===== src/rtl/router_pkg.sv =====
// Shared router definitions: byte width, port address codes and the FSM state
// encoding used by router_fsm and the datapath register stage.
package router_pkg;

    localparam int DATA_W = 8;

    localparam logic [1:0] ADDR_P0      = 2'd0;
    localparam logic [1:0] ADDR_P1      = 2'd1;
    localparam logic [1:0] ADDR_P2      = 2'd2;
    localparam logic [1:0] ADDR_INVALID = 2'd3;

    typedef enum logic [2:0] {
        ST_DECODE_ADDRESS   = 3'd0,
        ST_LOAD_FIRST_DATA  = 3'd1,
        ST_LOAD_DATA        = 3'd2,
        ST_WAIT_TILL_EMPTY  = 3'd3,
        ST_FIFO_FULL        = 3'd4,
        ST_LOAD_AFTER_FULL  = 3'd5,
        ST_LOAD_PARITY      = 3'd6,
        ST_CHECK_PARITY_ERR = 3'd7
    } router_state_e;

    function automatic logic addr_is_valid(input logic [1:0] addr);
        return (addr == ADDR_P0) || (addr == ADDR_P1) || (addr == ADDR_P2);
    endfunction

endpackage


===== src/rtl/router_parity_acc.sv =====
// Running XOR of header and payload bytes for one packet, compared against the
// parity byte sent by the source.
module router_parity_acc #(
    parameter int DATA_W = router_pkg::DATA_W
) (
    input  logic              clk,
    input  logic              reset,
    input  logic              clear,
    input  logic              hdr_load,
    input  logic [DATA_W-1:0] hdr,
    input  logic              data_load,
    input  logic [DATA_W-1:0] data,
    input  logic [DATA_W-1:0] pkt_parity,
    output logic              mismatch
);
    import router_pkg::*;

    logic [DATA_W-1:0] acc_q;
    logic [DATA_W-1:0] acc_d;

    always_comb begin
        acc_d = acc_q;
        if (clear) begin
            acc_d = '0;
        end else begin
            if (hdr_load)  acc_d = acc_d ^ hdr;
            if (data_load) acc_d = acc_d ^ data;
        end
    end

    always_ff @(posedge clk) begin
        if (reset) acc_q <= '0;
        else       acc_q <= acc_d;
    end

    assign mismatch = (acc_q != pkt_parity);

endmodule


===== src/rtl/router_reg.sv =====
// Router datapath register stage: header latch, payload re-timing, full-hold
// byte and packet flags. Parity checking is built only with ROUTER_REG_PARITY_CHECK_EN.
module router_reg #(
    parameter int DATA_W = router_pkg::DATA_W
) (
    input  logic              clk,
    input  logic              reset,
    input  logic              packet_valid,
    input  logic [DATA_W-1:0] datain,
    input  logic              fifo_full,
    input  logic              detect_add,
    input  logic              lfd_state,
    input  logic              ld_state,
    input  logic              laf_state,
    input  logic              full_state,
    input  logic              rst_int_reg,
    output logic [DATA_W-1:0] dout,
    output logic              parity_done,
    output logic              low_packet_valid,
    output logic              err
);
    import router_pkg::*;

    logic [DATA_W-1:0] header_q, header_d;
    logic [DATA_W-1:0] hold_q, hold_d;
    logic [DATA_W-1:0] dout_q, dout_d;
    logic              parity_done_q, parity_done_d;
    logic              low_packet_valid_q, low_packet_valid_d;
    logic              pd_set;

    // full_state only parks the datapath; nothing here reacts to it.
    logic unused_full_state;
    assign unused_full_state = full_state;

    always_comb begin
        header_d           = header_q;
        hold_d             = hold_q;
        dout_d             = dout_q;
        parity_done_d      = parity_done_q;
        low_packet_valid_d = low_packet_valid_q;

        if (detect_add && packet_valid && addr_is_valid(datain[1:0]))
            header_d = datain;

        // The parity byte takes the same path as payload when the FIFO has room.
        if (lfd_state)                   dout_d = header_q;
        else if (ld_state && !fifo_full) dout_d = datain;
        else if (ld_state && fifo_full)  hold_d = datain;
        else if (laf_state)              dout_d = hold_q;

        pd_set = (ld_state && !fifo_full && !packet_valid) ||
                 (laf_state && low_packet_valid_q && !parity_done_q);
        if (pd_set)          parity_done_d = 1'b1;
        else if (detect_add) parity_done_d = 1'b0;

        if (ld_state && !packet_valid) low_packet_valid_d = 1'b1;
        else if (rst_int_reg)          low_packet_valid_d = 1'b0;
    end

    always_ff @(posedge clk) begin
        if (reset) begin
            header_q           <= '0;
            hold_q             <= '0;
            dout_q             <= '0;
            parity_done_q      <= 1'b0;
            low_packet_valid_q <= 1'b0;
        end else begin
            header_q           <= header_d;
            hold_q             <= hold_d;
            dout_q             <= dout_d;
            parity_done_q      <= parity_done_d;
            low_packet_valid_q <= low_packet_valid_d;
        end
    end

    assign dout             = dout_q;
    assign parity_done      = parity_done_q;
    assign low_packet_valid = low_packet_valid_q;

`ifdef ROUTER_REG_PARITY_CHECK_EN
    logic [DATA_W-1:0] pkt_parity_q, pkt_parity_d;
    logic              err_q, err_d;
    logic              parity_mismatch;

    router_parity_acc #(.DATA_W(DATA_W)) u_parity_acc (
        .clk        (clk),
        .reset      (reset),
        .clear      (detect_add),
        .hdr_load   (lfd_state),
        .hdr        (header_q),
        .data_load  (ld_state && packet_valid),
        .data       (datain),
        .pkt_parity (pkt_parity_q),
        .mismatch   (parity_mismatch)
    );

    // A new packet's detect_add must clear err even though parity_done is still high.
    always_comb begin
        pkt_parity_d = pkt_parity_q;
        err_d        = err_q;
        if (ld_state && !packet_valid) pkt_parity_d = datain;
        if (detect_add)                err_d = 1'b0;
        else if (parity_done_q)        err_d = parity_mismatch;
    end

    always_ff @(posedge clk) begin
        if (reset) begin
            pkt_parity_q <= '0;
            err_q        <= 1'b0;
        end else begin
            pkt_parity_q <= pkt_parity_d;
            err_q        <= err_d;
        end
    end

    assign err = err_q;
`else
    assign err = 1'b0;
`endif

endmodule


===== config.mk =====
export PLATFORM = sky130hd
export DESIGN_NAME = router_reg
export DESIGN_NICKNAME = d
export VERILOG_FILES = /design/src/rtl/router_pkg.sv /design/src/rtl/router_parity_acc.sv /design/src/rtl/router_reg.sv
export SDC_FILE = /design/constraint.sdc
export NUM_CORES = 1
export LEC_CHECK = 0
export BUFFER_PORTS_ARGS = -buffer_cell sky130_fd_sc_hd__buf_4
export CAP_MARGIN = 10
export CORE_MARGIN = 2
export CORE_UTILIZATION = 51
export CTS_BUF_LIST = sky130_fd_sc_hd__clkbuf_16
export DETAILED_ROUTE_END_ITERATION = 6
export HOLD_SLACK_MARGIN = 0.02
export PLACE_DENSITY_LB_ADDON = 0.08
export SYNTH_ARGS = -nofsm -noshare
export SYNTH_HDL_FRONTEND = slang
export SYNTH_SLANG_ARGS = --single-unit

===== constraint.sdc =====
create_clock -name clk -period 1.5 [get_ports clk]
set_input_delay 0.3 -clock clk [delete_from_list [all_inputs] [get_ports clk]]
set_output_delay 0.3 -clock clk [all_outputs]
set_load 0.01 [all_outputs]

==> impl_results.html, run 1 <==
<table>
<tr><th>Metric</th><th>Value</th></tr>
<tr><th colspan="2">Worst setup path</th></tr>
<tr><td>Startpoint type of the worst setup path</td><td>input port</td></tr>
<tr><td>Worst endpoint data arrival time</td><td>1300 ps</td></tr>
<tr><td>Req. time, crit path</td><td>1640 ps</td></tr>
<tr><td>Worst-path fanout max</td><td>12</td></tr>
<tr><td>Cell with the most instances on the worst path</td><td>buf_4</td></tr>
<tr><td>Worst-case register-to-register setup slack</td><td>680 ps</td></tr>
<tr><td>Kind of end point of the critical path</td><td>flip-flop</td></tr>
<tr><td>Crit path max-delay cell type</td><td>a221o_1</td></tr>
<tr><td>Cell depth of the worst flop-to-flop path</td><td>3</td></tr>
<tr><td>Critical path cell sequence</td><td>buf_4 -&gt; nor2b_1 -&gt; a2111oi_4 -&gt; buf_4 -&gt; a221o_1</td></tr>
<tr><td>Delay contributed by the slowest stage of the critical path</td><td>300 ps</td></tr>
<tr><td>Startpoint of the lowest-slack register-to-register path</td><td>header_q[4]$_SDFFE_PP0P_</td></tr>
<tr><td>Startpoint-to-endpoint class of the critical path</td><td>input port to flip-flop</td></tr>
<tr><td>Terminus of the critical flop-to-flop path</td><td>dout[4]$_SDFFE_PP0P_</td></tr>
<tr><th colspan="2">Timing</th></tr>
<tr><td>F_max</td><td>863 MHz</td></tr>
<tr><td>Setup TNS Final</td><td>0 ps</td></tr>
<tr><td>Hold Vio Cnt, Final</td><td>0</td></tr>
<tr><td>Final setup viols</td><td>0</td></tr>
<tr><td>Period minus WS final</td><td>1160 ps</td></tr>
<tr><td>Post-Route Skew</td><td>0.537 ps</td></tr>
<tr><td>Max-slew violations</td><td>0</td></tr>
<tr><td>Final worst path period share</td><td>77.3%</td></tr>
<tr><td>Unrepaired setup endpoints after global routing</td><td>no</td></tr>
<tr><th colspan="2">Yosys</th></tr>
<tr><td>Yosys Warn Count</td><td>0</td></tr>
<tr><td>Synthesized instance count</td><td>123</td></tr>
<tr><td>Mapped cell area</td><td>0.00120 mm2</td></tr>
<tr><td>Post-synthesis net count</td><td>141</td></tr>
<tr><td>Register bit count reported by yosys</td><td>26</td></tr>
<tr><td>Portion of the post-synthesis area used by sequential elements</td><td>43.3%</td></tr>
<tr><td>Number of distinct library cells after synthesis</td><td>24</td></tr>
<tr><td>Average size of a mapped cell</td><td>9.77 um2</td></tr>
<tr><th colspan="2">Outcome</th></tr>
<tr><td>Status</td><td>finished, final reports clean</td></tr>
<tr><th colspan="2">GRT</th></tr>
<tr><td>First-pass GRT wire length</td><td>4240 um</td></tr>
<tr><td>Total overflow reported by the global router</td><td>0</td></tr>
<tr><td>GR Util met1</td><td>27.3%</td></tr>
<tr><td>Largest net degree at the start of global routing</td><td>25</td></tr>
<tr><td>Vias in the first global route</td><td>941</td></tr>
<tr><td>GRT Max-Usage Layer</td><td>met2</td></tr>
<tr><td>Antenna violations before repair</td><td>0</td></tr>
<tr><td>Met3 demand-to-capacity share in global routing</td><td>3.71%</td></tr>
<tr><td>Total global routing track utilization</td><td>21.1%</td></tr>
<tr><td>Met2 Resource Use GR</td><td>34.4%</td></tr>
<tr><th colspan="2">Power and ir drop</th></tr>
<tr><td>Total power draw</td><td>1500 uW</td></tr>
<tr><td>Cell leakage power</td><td>0.000640 uW</td></tr>
<tr><td>Total power per unit cell area</td><td>1000 mW/mm2</td></tr>
<tr><td>Worst IR Drop VDD</td><td>0.610 mV</td></tr>
<tr><th colspan="2">CTS</th></tr>
<tr><td>Sinks on the clock net</td><td>26</td></tr>
<tr><td>Insertion delay to the later sink of the worst-skew pair</td><td>250 ps</td></tr>
<tr><td>Clock slew at the register clock pins of the worst setup and hold paths</td><td>60 ps</td></tr>
<tr><td>Clock tree buffer depth</td><td>2</td></tr>
<tr><td>CTS tree</td><td>built</td></tr>
<tr><td>Cts hold-fix bufs</td><td>0</td></tr>
<tr><td>Library cell used as clock root buffer</td><td>clkbuf_16</td></tr>
<tr><td>Post-CTS Resized</td><td>0</td></tr>
<tr><td>CTS H-Tree Depth</td><td>1</td></tr>
<tr><td>Number of setup buffers added after CTS</td><td>0</td></tr>
<tr><td>Clock buffer count from CTS</td><td>3</td></tr>
<tr><th colspan="2">Worst hold path</th></tr>
<tr><td>Tightest Hold Check Type</td><td>input port to flip-flop</td></tr>
<tr><td>Hold Path Stages</td><td>2</td></tr>
<tr><td>Worst Hold Endpoint</td><td>parity_done$_SDFFE_PP0P_</td></tr>
<tr><td>Beginning of the worst hold path</td><td>reset</td></tr>
<tr><th colspan="2">Routing</th></tr>
<tr><td>Wire length reported by the detailed router</td><td>2740 um</td></tr>
<tr><td>Total number of vias</td><td>1030</td></tr>
<tr><td>Iteration count of the initial detailed-routing pass</td><td>5</td></tr>
<tr><td>Vias per cell</td><td>5.82</td></tr>
<tr><td>First DRT Iteration DRCs</td><td>31</td></tr>
<tr><td>Number of remaining DRC errors</td><td>0</td></tr>
<tr><td>Post-route ant nets</td><td>0</td></tr>
<tr><td>Wirelength per Cell</td><td>15.5 um</td></tr>
<tr><th colspan="2">Finish</th></tr>
<tr><td>Final cell utilization of the core</td><td>67.7%</td></tr>
<tr><td>Number of fill cells</td><td>193</td></tr>
<tr><td>Net count reported at finish</td><td>168</td></tr>
<tr><td>Layout cells sized above 1</td><td>24.8%</td></tr>
<tr><td>Antenna fix cells</td><td>0</td></tr>
<tr><td>Area growth, synth to finish</td><td>24.7%</td></tr>
<tr><td>Post-route cell area</td><td>0.00150 mm2</td></tr>
<tr><td>Final Instance Count excl. Fillers</td><td>177</td></tr>
<tr><th colspan="2">Place</th></tr>
<tr><td>Post-Place Cells</td><td>173</td></tr>
<tr><td>Number of port buffers</td><td>26</td></tr>
<tr><td>Final weighted congestion in routability-driven placement</td><td>0.771</td></tr>
<tr><td>Cell area after placement</td><td>0.00142 mm2</td></tr>
<tr><td>Final HPWL from detailed placement</td><td>1830 um</td></tr>
<tr><th colspan="2">Floorplan</th></tr>
<tr><td>Die W</td><td>52.5 um</td></tr>
<tr><td>Chip height</td><td>52.5 um</td></tr>
<tr><td>Number of top-level design ports</td><td>29</td></tr>
<tr><td>Initial core utilization</td><td>54.3%</td></tr>
<tr><td>Full die area</td><td>0.00276 mm2</td></tr>
<tr><td>Placeable core region</td><td>0.00221 mm2</td></tr>
<tr><td>Floorplan row count</td><td>17</td></tr>
<tr><th colspan="2">Flow run</th></tr>
<tr><td>Count of max-cap constraint violations</td><td>0</td></tr>
</table>
## cell usage after synthesis
| cell | number | share of area (%) |
|---|---|---|
| inv_1 | 2 | 0.63 |
| nor2_1 | 8 | 2.5 |
| dfxtp_1 | 26 | 43 |
| and2_1 | 1 | 0.52 |
| nor4b_4 | 1 | 2.0 |
| a2111oi_4 | 1 | 2.3 |
| o21ai_0 | 8 | 3.3 |
| nor2b_1 | 2 | 1.0 |
| mux2i_1 | 8 | 6.7 |
| nand2b_1 | 1 | 0.52 |
| buf_4 | 2 | 1.2 |
| buf_6 | 1 | 0.94 |
| or3b_1 | 6 | 4.4 |
| nand2_1 | 9 | 2.8 |
| nand4b_1 | 2 | 1.5 |
| a221o_1 | 8 | 6.7 |
| conb_1 | 1 | 0.31 |
| o22ai_1 | 1 | 0.52 |
| nand3b_1 | 1 | 0.63 |
| a21o_1 | 1 | 0.63 |
| a21oi_1 | 18 | 7.5 |
| buf_2 | 4 | 1.7 |
| clkbuf_1 | 3 | 0.94 |
| or4bb_1 | 8 | 7.5 |
## final cells by class
type                       instances  area [um2]  area share (%)
clock buffer                       3        75.1            5.01
clock inverter                     1        3.75           0.251
inverter                           2        7.51           0.501
multi-input combinational         85         616            41.1
sequential                        26         520            34.8
tap                               28        35.0            2.34
timing repair buffer              32         240            16.0
## state kept, by name, indices dropped and copies added, names as in the netlist
| register | cells |
|---|---|
| low_packet_valid | 1 |
| header_q | 8 |
| hold_q | 8 |
| dout | 8 |
| parity_done | 1 |
## worst max-delay path by stage
stage	startpoint	endpoint	slack (ps)	cells after the start
floorplan	lfd_state	hold_q[0]$_SDFFE_PP0P_	210	6
global placement	ld_state	dout[7]$_SDFFE_PP0P_	110	5
detailed placement	ld_state	dout[4]$_SDFFE_PP0P_	90	5
CTS	ld_state	dout[4]$_SDFFE_PP0P_	350	5
global route	ld_state	dout[4]$_SDFFE_PP0P_	300	5
finish	ld_state	dout[4]$_SDFFE_PP0P_	340	5
## cells by family after synthesis
kind of cell | Yosys count | synth area share [%]
and+or+nand+nor | 39 | 23.3
AOI/OAI and AO/OA | 37 | 20.9
DFF | 26 | 43.3
buffers and inverters | 12 | 5.42
muxes | 8 | 6.67
other | 1 | 0.312
## per-stage QoR
stage                     hold WS (ps)  setup slack [ps]
after floorplan                    444               212
after CTS                          268               347
after global placement             462               111
final                              271               341
after global routing               280               299
after detailed placement           470              85.2
## power by group
part	internal, uW	switching [uW]
clock network	356	219
registers	719	15.3
logic	95.9	98.2
total	1170	332
## layer usage
| layer | routed length [um] | share of wire (%) |
|---|---|---|
| met1 | 1220 | 44 |
| met2 | 1350 | 49 |
| met3 | 153 | 5.6 |
| met4 | 16 | 0.58 |
| met5 | 0 | 0 |
## critical path: cells and delay by family
family          cells  cell delay [ps]
compound gates      2              380
buf+inv             2              330
simple gates        1              280
## cells in the final DEF, fill, tap and decap left out
cell type / instances
nor2_1: 8
a221o_1: 8
dfxtp_1: 26
mux2i_1: 8
nor2b_1: 2
o21ai_0: 8
a21o_1: 1
nand2_1: 9
or4bb_1: 8
nand2b_1: 1
clkbuf_16: 3
a2111oi_4: 1
clkinv_1: 1
nor4b_4: 1
o22ai_1: 1
buf_4: 32
conb_1: 1
inv_1: 2
nand4b_1: 2
a21oi_1: 18
or3b_1: 6
nand3b_1: 1
and2_1: 1
No activity file was read; power rests on OpenSTA's default activity.
==> run 2, diff against run 1 <==
--- a/config.mk
+++ b/config.mk
@@ -8,7 +8,7 @@
 export BUFFER_PORTS_ARGS = -buffer_cell sky130_fd_sc_hd__buf_4
 export CAP_MARGIN = 10
 export CORE_MARGIN = 2
-export CORE_UTILIZATION = 51
+export CORE_UTILIZATION = 46
 export CTS_BUF_LIST = sky130_fd_sc_hd__clkbuf_16
 export DETAILED_ROUTE_END_ITERATION = 6
 export HOLD_SLACK_MARGIN = 0.02
==> constraint.sdc (replaced) <==
create_clock -name clk -period 1 [get_ports clk]
set_input_delay 0.2 -clock clk [delete_from_list [all_inputs] [get_ports clk]]
set_output_delay 0.2 -clock clk [all_outputs]
set_load 0.01 [all_outputs]
==> run 2 against run 1 <==
Worst setup slack worse by 290 ps. Largest cell class unchanged. First-iteration DRC count down 65%. Combinational power grew 75%. Highest routed layer unchanged.
==> impl_results.html, run 2 (same netlist as run 1, synthesis figures left out) <==
<table>
<tr><th>Metric</th><th>Value</th></tr>
<tr><th colspan="2">Finish</th></tr>
<tr><td>Antenna fix cells</td><td>0 (unchanged)</td></tr>
<tr><td>Area growth, synth to finish</td><td>35.1%</td></tr>
<tr><td>Final Instance Count excl. Fillers</td><td>192 (+8.5%)</td></tr>
<tr><td>Multi-input logic area</td><td>624 um2 (+1.4%)</td></tr>
<tr><td>Most common cell after layout, fill and taps aside</td><td>buf_4</td></tr>
<tr><td>Net count reported at finish</td><td>181 (+7.7%)</td></tr>
<tr><td>Highest-count cells in the layout ignoring fill and taps</td><td>43 x buf_4, 26 x dfxtp_1, 17 x a21oi_1, 9 x nand2_1</td></tr>
<tr><td>Layout cells sized above 1</td><td>32.7% (+7.9 points)</td></tr>
<tr><td>Number of fill cells</td><td>210 (+8.8%)</td></tr>
<tr><td>Area of all sequential standard cells</td><td>520 um2 (unchanged)</td></tr>
<tr><th colspan="2">Routing</th></tr>
<tr><td>Total number of vias</td><td>1058 (+2.7%)</td></tr>
<tr><td>Wirelength per Cell</td><td>14.4 um (-6.9%)</td></tr>
<tr><td>Number of remaining DRC errors</td><td>0 (unchanged)</td></tr>
<tr><td>Wire length reported by the detailed router</td><td>2770 um (+0.98%)</td></tr>
<tr><td>Vias per cell</td><td>5.51 (-5.3%)</td></tr>
<tr><td>Post-route ant nets</td><td>0 (unchanged)</td></tr>
<tr><td>Iteration count of the initial detailed-routing pass</td><td>4 (-1)</td></tr>
<tr><td>First DRT Iteration DRCs</td><td>11 (-65%)</td></tr>
<tr><th colspan="2">Timing</th></tr>
<tr><td>Hold Vio Cnt, Final</td><td>0 (unchanged)</td></tr>
<tr><td>Setup TNS Final</td><td>0 ps (unchanged)</td></tr>
<tr><td>Max-slew violations</td><td>0 (unchanged)</td></tr>
<tr><td>Final setup viols</td><td>0 (unchanged)</td></tr>
<tr><td>Unrepaired setup endpoints after global routing</td><td>no</td></tr>
<tr><td>Minimum setup slack in the final design</td><td>56.0 ps (-285 ps)</td></tr>
<tr><td>Final worst path period share</td><td>94.4%</td></tr>
<tr><td>F_max</td><td>1060 MHz</td></tr>
<tr><td>Post-Route Skew</td><td>2.69 ps (+2.15 ps)</td></tr>
<tr><td>Period minus WS final</td><td>944 ps</td></tr>
<tr><th colspan="2">Floorplan</th></tr>
<tr><td>Placeable core region</td><td>0.00248 mm2 (+12%)</td></tr>
<tr><td>Chip height</td><td>55.1 um (+4.9%)</td></tr>
<tr><td>Full die area</td><td>0.00304 mm2 (+10%)</td></tr>
<tr><td>Number of top-level design ports</td><td>29 (unchanged)</td></tr>
<tr><td>Floorplan row count</td><td>18 (+1)</td></tr>
<tr><td>Die W</td><td>55.1 um (+4.9%)</td></tr>
<tr><td>Initial core utilization</td><td>48.5% (-5.8 points)</td></tr>
<tr><th colspan="2">Power and ir drop</th></tr>
<tr><td>Cell leakage power</td><td>0.000712 uW (+11%)</td></tr>
<tr><td>Total power draw</td><td>2320 uW (+54%)</td></tr>
<tr><td>Total power per unit cell area</td><td>1430 mW/mm2 (+42%)</td></tr>
<tr><td>Worst IR Drop VDD</td><td>1.47 mV (+140%)</td></tr>
<tr><th colspan="2">CTS</th></tr>
<tr><td>Clock buffer count from CTS</td><td>3 (unchanged)</td></tr>
<tr><td>Sinks on the clock net</td><td>26 (unchanged)</td></tr>
<tr><td>CTS H-Tree Depth</td><td>1 (unchanged)</td></tr>
<tr><td>CTS tree</td><td>built</td></tr>
<tr><td>Clock slew at the register clock pins of the worst setup and hold paths</td><td>60 ps (about the same)</td></tr>
<tr><td>Clock tree buffer depth</td><td>2 (unchanged)</td></tr>
<tr><td>Library cell used as clock root buffer</td><td>clkbuf_16</td></tr>
<tr><td>Insertion delay to the later sink of the worst-skew pair</td><td>260 ps (about the same)</td></tr>
<tr><th colspan="2">Place</th></tr>
<tr><td>Final weighted congestion in routability-driven placement</td><td>0.754 (-2.3%)</td></tr>
<tr><td>Final HPWL from detailed placement</td><td>1970 um (+8.1%)</td></tr>
<tr><td>Number of port buffers</td><td>26 (unchanged)</td></tr>
<tr><td>DP Worst Slack</td><td>-323 ps (-408 ps)</td></tr>
<tr><td>Post-Place Cells</td><td>186 (+7.5%)</td></tr>
<tr><th colspan="2">Flow run</th></tr>
<tr><td>Count of max-cap constraint violations</td><td>0 (unchanged)</td></tr>
<tr><th colspan="2">Worst setup path</th></tr>
<tr><td>Req. time, crit path</td><td>1200 ps (-440 ps)</td></tr>
<tr><td>Startpoint-to-endpoint class of the critical path</td><td>input port to flip-flop</td></tr>
<tr><td>Startpoint type of the worst setup path</td><td>input port</td></tr>
<tr><td>Worst endpoint data arrival time</td><td>1150 ps (-150 ps)</td></tr>
<tr><td>Worst-path fanout max</td><td>9 (-3)</td></tr>
<tr><td>Kind of end point of the critical path</td><td>flip-flop</td></tr>
<tr><th colspan="2">GRT</th></tr>
<tr><td>First-pass GRT wire length</td><td>4340 um (+2.3%)</td></tr>
<tr><td>Total overflow reported by the global router</td><td>0 (unchanged)</td></tr>
<tr><td>Vias in the first global route</td><td>979 (+4.0%)</td></tr>
<tr><td>Antenna violations before repair</td><td>0 (unchanged)</td></tr>
<tr><td>Largest net degree at the start of global routing</td><td>19 (-24%)</td></tr>
<tr><td>Total global routing track utilization</td><td>19.9% (-1.2 points)</td></tr>
<tr><th colspan="2">Worst hold path</th></tr>
<tr><td>Tightest Hold Check Type</td><td>input port to flip-flop</td></tr>
<tr><th colspan="2">Outcome</th></tr>
<tr><td>Status</td><td>finished, final reports clean</td></tr>
</table>
==> run 2: per-layer routing <==
metal	share of wire (%)	track usage, %	wire length [um]	up-vias
li1	-	-	-	527
met1	47	27.1	1300	507
met2	49	32.7	1350	21
met3	4.0	4.84	111	3
met4	0.58	2.44	16	0
met5	0	0	0	-
==> run 2: where the power goes <==
part / internal (uW) / switching [uW]
registers: 1080 / 23.9
clock network: 535 / 341
logic: 184 / 155
==> run 2: final timing paths <==
check                            from                        to  slack, ps  cells after the start
max reg2reg  header_q[0]$_SDFFE_PP0P_      dout[0]$_SDFFE_PP0P_        190                      3
max                          ld_state      dout[6]$_SDFFE_PP0P_         60                      5
min reg2reg  header_q[7]$_SDFFE_PP0P_  header_q[7]$_SDFFE_PP0P_        480                      2
min                         datain[2]    hold_q[2]$_SDFFE_PP0P_        190                      3
==> run 2: critical path, stage by stage <==
cell and delay, ps:
buf_6 100, buf_4 120, or4bb_1 460, a21oi_1 140, a221o_1 120
==> run 2: layout make-up <==
type	instances	area share, %
repair buffers	45	21.8
inverters	2	0.463
well taps	30	2.31
clock buffers	3	4.63
flip-flops and latches	26	32.1
clock inverters	1	0.231
multi-input cells	85	38.5
==> run 2: timing repair <==
action | 4_1_cts | 5_1_grt
endpoints found under the setup margin | 8 | 8
pin swaps | 2 | 4
endpoints found under the hold margin | 0 | 0
setup buffers | 0 | 2
gates resized for setup | 0 | 3
cloned | 0 | 0
hold buffers | 0 | 0
==> run 2: stage by stage <==
step           util, %  hold WS [ps]  area, um2
6_report          65.5           189       1620
3_3_place_gp      61.3           447       1520
3_5_place_dp      61.3           454       1520
2_1_floorplan        -           344       1230
5_1_grt           65.5           221       1620
4_1_cts           64.5           190       1600
